## src/rtl/seq_word_serdes.sv

```systemverilog
// Shifts W-bit words MSB-first into a bit-serial detector and reassembles its per-bit output; W+1 cycle latency.
// Backpressure: a full, unread output register stalls the final bit; in_ready rises only at word boundaries.
module seq_word_serdes #(
    parameter int W = 8
) (
    input  logic         clk,
    input  logic         rst_n,
    input  logic [W-1:0] in_word,
    input  logic         in_valid,
    output logic         in_ready,
    output logic         ser_out,
    output logic         ser_valid,
    input  logic         det_in,
    output logic [W-1:0] out_word,
    output logic         out_valid,
    input  logic         out_ready
);

    localparam int KW = $clog2(W);

    typedef enum logic [1:0] {
        S_IDLE  = 2'd0,
        S_SHIFT = 2'd1,
        S_STALL = 2'd2
    } state_t;

    state_t        state_q, state_d;
    logic [KW-1:0] k_q, k_d;
    logic [W-1:0]  shreg_q, shreg_d;
    logic [W-2:0]  asm_q, asm_d;
    logic [W-1:0]  asm_w;
    logic [W-1:0]  out_word_q, out_word_d;
    logic          out_valid_q, out_valid_d;

    logic          final_bit;
    logic          launch_final;
    logic          advance;
    logic          load;

    // Detector output for the bit on ser_out joins the partial result as its LSB.
    assign asm_w        = {asm_q, det_in};
    assign final_bit    = ((state_q == S_SHIFT) && (k_q == '0)) || (state_q == S_STALL);
    assign launch_final = final_bit && (!out_valid_q || out_ready);
    assign advance      = (state_q == S_SHIFT) && (k_q != '0);
    assign load         = in_valid && in_ready;

    // State register
    always_ff @(posedge clk or negedge rst_n) begin
        if (!rst_n) begin
            state_q <= S_IDLE;
        end else begin
            state_q <= state_d;
        end
    end

    // Next-state logic
    always_comb begin
        state_d = state_q;
        case (state_q)
            S_IDLE: begin
                if (load) state_d = S_SHIFT;
            end
            S_SHIFT: begin
                if (k_q == '0) begin
                    if (!launch_final) state_d = S_STALL;
                    else               state_d = load ? S_SHIFT : S_IDLE;
                end
            end
            S_STALL: begin
                if (launch_final) state_d = load ? S_SHIFT : S_IDLE;
            end
            default: state_d = S_IDLE;
        endcase
    end

    // Output logic
    always_comb begin
        ser_valid = advance || launch_final;
        in_ready  = (state_q == S_IDLE) || launch_final;
        ser_out   = shreg_q[W-1];
        out_word  = out_word_q;
        out_valid = out_valid_q;
    end

    // Datapath next-state; the final bit is not shifted so ser_out holds through idle gaps.
    always_comb begin
        k_d         = k_q;
        shreg_d     = shreg_q;
        asm_d       = asm_q;
        out_word_d  = out_word_q;
        out_valid_d = out_valid_q;
        if (advance) begin
            k_d     = k_q - KW'(1);
            shreg_d = {shreg_q[W-2:0], 1'b0};
            asm_d   = asm_w[W-2:0];
        end
        if (out_valid_q && out_ready) begin
            out_valid_d = 1'b0;
        end
        if (launch_final) begin
            out_word_d  = asm_w;
            out_valid_d = 1'b1;
        end
        if (load) begin
            shreg_d = in_word;
            k_d     = KW'(W - 1);
        end
    end

    always_ff @(posedge clk or negedge rst_n) begin
        if (!rst_n) begin
            k_q         <= '0;
            shreg_q     <= '0;
            asm_q       <= '0;
            out_word_q  <= '0;
            out_valid_q <= 1'b0;
        end else begin
            k_q         <= k_d;
            shreg_q     <= shreg_d;
            asm_q       <= asm_d;
            out_word_q  <= out_word_d;
            out_valid_q <= out_valid_d;
        end
    end

endmodule

```

## config.mk

```make
export PLATFORM = sky130hd
export DESIGN_NAME = seq_word_serdes
export DESIGN_NICKNAME = d
export VERILOG_FILES = /design/src/rtl/seq_word_serdes.sv
export SDC_FILE = /design/constraint.sdc
export NUM_CORES = 1
export LEC_CHECK = 0
export BUFFER_PORTS_ARGS = -buffer_cell sky130_fd_sc_hd__buf_2
export CAP_MARGIN = 20
export CORE_MARGIN = 2
export CORE_UTILIZATION = 35
export CTS_CLUSTER_SIZE = 12
export DETAILED_ROUTE_END_ITERATION = 6
export GPL_ROUTABILITY_DRIVEN = 0
export RECOVER_POWER = 50
export SYNTH_ARGS = -nofsm -noshare
export SYNTH_HDL_FRONTEND = slang
export SYNTH_SLANG_ARGS = --single-unit
```

## constraint.sdc

```tcl
create_clock -name clk -period 1.74 [get_ports clk]
set_clock_uncertainty 0.15 [all_clocks]
set_input_delay 0.261 -clock clk [delete_from_list [all_inputs] [get_ports clk]]
set_output_delay 0.261 -clock clk [all_outputs]
set_load 0.05 [all_outputs]
```

==> results by group <==
STA
  – Rel. slew slack: 53.14%
  – Final Hold Fails: 0
  – Achievable clock frequency: 528.5 MHz
  – Final WS setup: -0.1520 ns
  – Final setup vio count: 17
  – Actual slew at the worst max-slew pin: 0.7028 ns
  – Hold_ws: 0.05409 ns
  – RSZ-0062 raised after global routing: yes
  – Final Slew Violations: 0
  – Setup tns final: -1.402 ns
  – Fin crit share: 108.7%
  – Min Tclk post-route: 1.892 ns

Worst hold path
  – Hold Crit Endpoint: shreg_q[0]
  – Min-delay src: in_word[0]
  – Hold Crit Depth: 3
  – Worst min path class: input pin to register

Global routing
  – Initial antenna violation count: 0
  – Final global-route overflow total: 0
  – Global-route wire length before repair: 3933 um
  – GRT Overall Usage: 12.51%
  – Vias in the first global route: 897
  – Largest net degree at the start of global routing: 30

Setup path
  – Crit path cell chain: inv_2, ha_4, nand2b_1, o21ai_2, and2_4, buf_8
  – R2R Path Start: k_q[1]
  – WP data arrival: 1.48 ns
  – Crit path max-delay family: flip-flops
  – WP buf/inv: 2
  – Reg-to-reg endpoint: shreg_q[7]
  – R2R cell count: 9
  – Reg2Reg Setup Slack: -0.09 ns
  – Worst EP required: 1.33 ns
  – Crit end category: output port
  – CP Max Fanout: 3
  – Critical path's slowest cell: dfrtp_1
  – WS Path Type: register to output port
  – Crit path largest cell delay: 0.38 ns
  – CP Launch Type: register

Pwr
  – Power per cell area: 2136 nW/um2
  – Worst ir drop on vdd: 1099 uV
  – Leakage: 0.8765 nW

Clock tree
  – H-tree depth: 2
  – Worst-Skew Late Latency: 0.28 ns
  – Clk slew on worst S/H paths: 0.06 ns
  – Clk buf depth: 2
  – CTS tree: yes
  – Cts bufs inserted: 5
  – Root Driver: clkbuf_8
  – Clock sinks: 29

Logic synthesis
  – Sequential fraction of the synthesis area: 54.72%
  – Synth top area cells: dfrtp_1 55%, mux2_4 10%, mux2_2 8.5%
  – Cells after Synth: 98
  – Number of library cell types mapped by synthesis: 25
  – Synth Net Count: 113
  – Share of the synthesized area in the top cell type: 54.72%
  – Syn. warnings: 0
  – Post-synth top area cell: dfrtp_1
  – Synthesized area: 1326 um2
  – Synthesized flop and latch total: 29
  – Syn Area/Cell: 13.53 um2

Detailed routing
  – Routed WL: 2364 um
  – WL/cell: 12.25 um
  – Via-to-Cell Ratio: 4.637
  – DRC viols: 0
  – Drt pass-1 iters: 3
  – Vias: 895
  – Initial detailed-routing violation count: 50
  – Final antenna-violating net count: 0

Final layout
  – Fillers: 316
  – Commonest non-fill, non-tap cells in the layout: 28 x dfrtp_1, 21 x buf_2, 13 x buf_4
  – Area grow syn2layout: 36.60%
  – Finished Layout Cells: 193
  – Final net count: 159
  – Ant. Diodes: 0
  – Commonest non-fill, non-tap cell in the layout: dfrtp_1
  – Layout cells sized above 1: 57.24%

Placement
  – Setup WS pre-CTS: -0.04273 ns
  – DP Cell Count: 178
  – Hpwl dp: 1691 um
  – Port bufs: 24

Floorplan
  – DIE WIDTH: 65.56 um
  – Initial Util: 36.23%
  – CORE AREA: 3661 um2
  – Rows: 22
  – Ports: 25
  – Die Span Y: 65.56 um
  – Die area: 4297 um2

Job
  – # Max-Cap Violations: 0

Status
  – Failing checks: negative setup slack
  – Outcome: complete, but fails checks
## power by group
| group | switching (mW) | internal (mW) | leakage (nW) |
|---|---|---|---|
| clock network | 0.255 | 0.466 | 0.0585 |
| registers | 0.171 | 0.993 | 0.347 |
| logic | 1.05 | 0.937 | 0.471 |
| total | 1.47 | 2.40 | 0.876 |
## worst reg2reg max path, delay by kind of cell (launching register included)
kind,cells,cell delay [ns]
flip-flops,1,0.38
adder cells (fa/ha/maj),1,0.14
AND/OR/NAND/NOR,2,0.31
buffers and inverters,4,0.45
AO/OA/AOI/OAI,2,0.27
## per-stage QoR
stage                     util [%]  power, mW  cell area (um2)
after floorplan                  -      2.515             1335
after global placement       42.82      2.874             1568
after detailed placement     42.82      2.926             1568
after CTS                    48.39      3.851             1772
after global routing         49.49      4.105             1812
final                        49.49      3.870             1812
## state kept, by name, indices dropped and copies added (netlist names)
register / flops
k_q: 3
asm_q: 7
state_q: 2
out_word: 8
shreg_q: 8
out_valid: 1
## metal layers
metal / GRT usage (%) / share of wire (%) / vias up
li1: - / - / 434
met1: 14.18 / 43 / 430
met2: 21.17 / 48 / 27
met3: 4.452 / 6.8 / 4
met4: 5.469 / 1.5 / 0
met5: 0 / 0 / -
## layout make-up
type / count / area, um2 / area share, %
clock buffers: 7 / 86.33 / 4.765
well taps: 48 / 60.06 / 3.315
multi-input cells: 62 / 596.8 / 32.94
repair buffers: 42 / 296.5 / 16.37
clock inverters: 1 / 30.03 / 1.657
flip-flops and latches: 29 / 726.9 / 40.12
inverters: 4 / 15.01 / 0.8287
## cells in the mapped netlist
cell	count
nand2_1	7
mux2i_1	6
nor2_1	1
nand3_2	1
buf_6	2
nand2b_1	2
ha_1	2
and2_1	1
and2b_2	1
nand3_1	1
and3_1	1
a31oi_2	1
mux2_4	9
or2_1	1
o21ai_2	2
nand4_1	5
buf_4	1
inv_1	4
dfrtp_1	29
xnor2_1	2
and2b_4	2
o211ai_1	1
o21ai_0	5
nand2_2	1
mux2_2	10
## worst max path at each step
stage	startpoint	end	slack [ns]	cells after the start
CTS	state_q[1]	ser_valid	-0.19	5
finish	k_q[1]	in_ready	-0.15	6
global route	state_q[1]	ser_valid	-0.21	5
global placement	state_q[1]	out_word[0]	-0.01	5
detailed placement	k_q[1]	in_ready	-0.04	6
floorplan	k_q[0]	shreg_q[3]	0.008	7
## what timing repair did
item	CTS	global route
hold buffers	1	0
setup endpoints to repair	16	17
pin swaps	5	3
endpoints found under the hold margin	29	0
buffers inserted	3	3
resized for setup	13	4
## kinds of logic after synthesis
kind of cell / share of synthesized area [%]
flip-flops: 54.72
XOR/XNOR: 1.321
AND/OR/NAND/NOR: 10.76
multiplexers: 23.21
AO/OA/AOI/OAI: 4.717
adder cells (fa/ha/maj): 1.886
buffers and inverters: 3.396
Note: power is estimated with default switching activity, not from simulation.
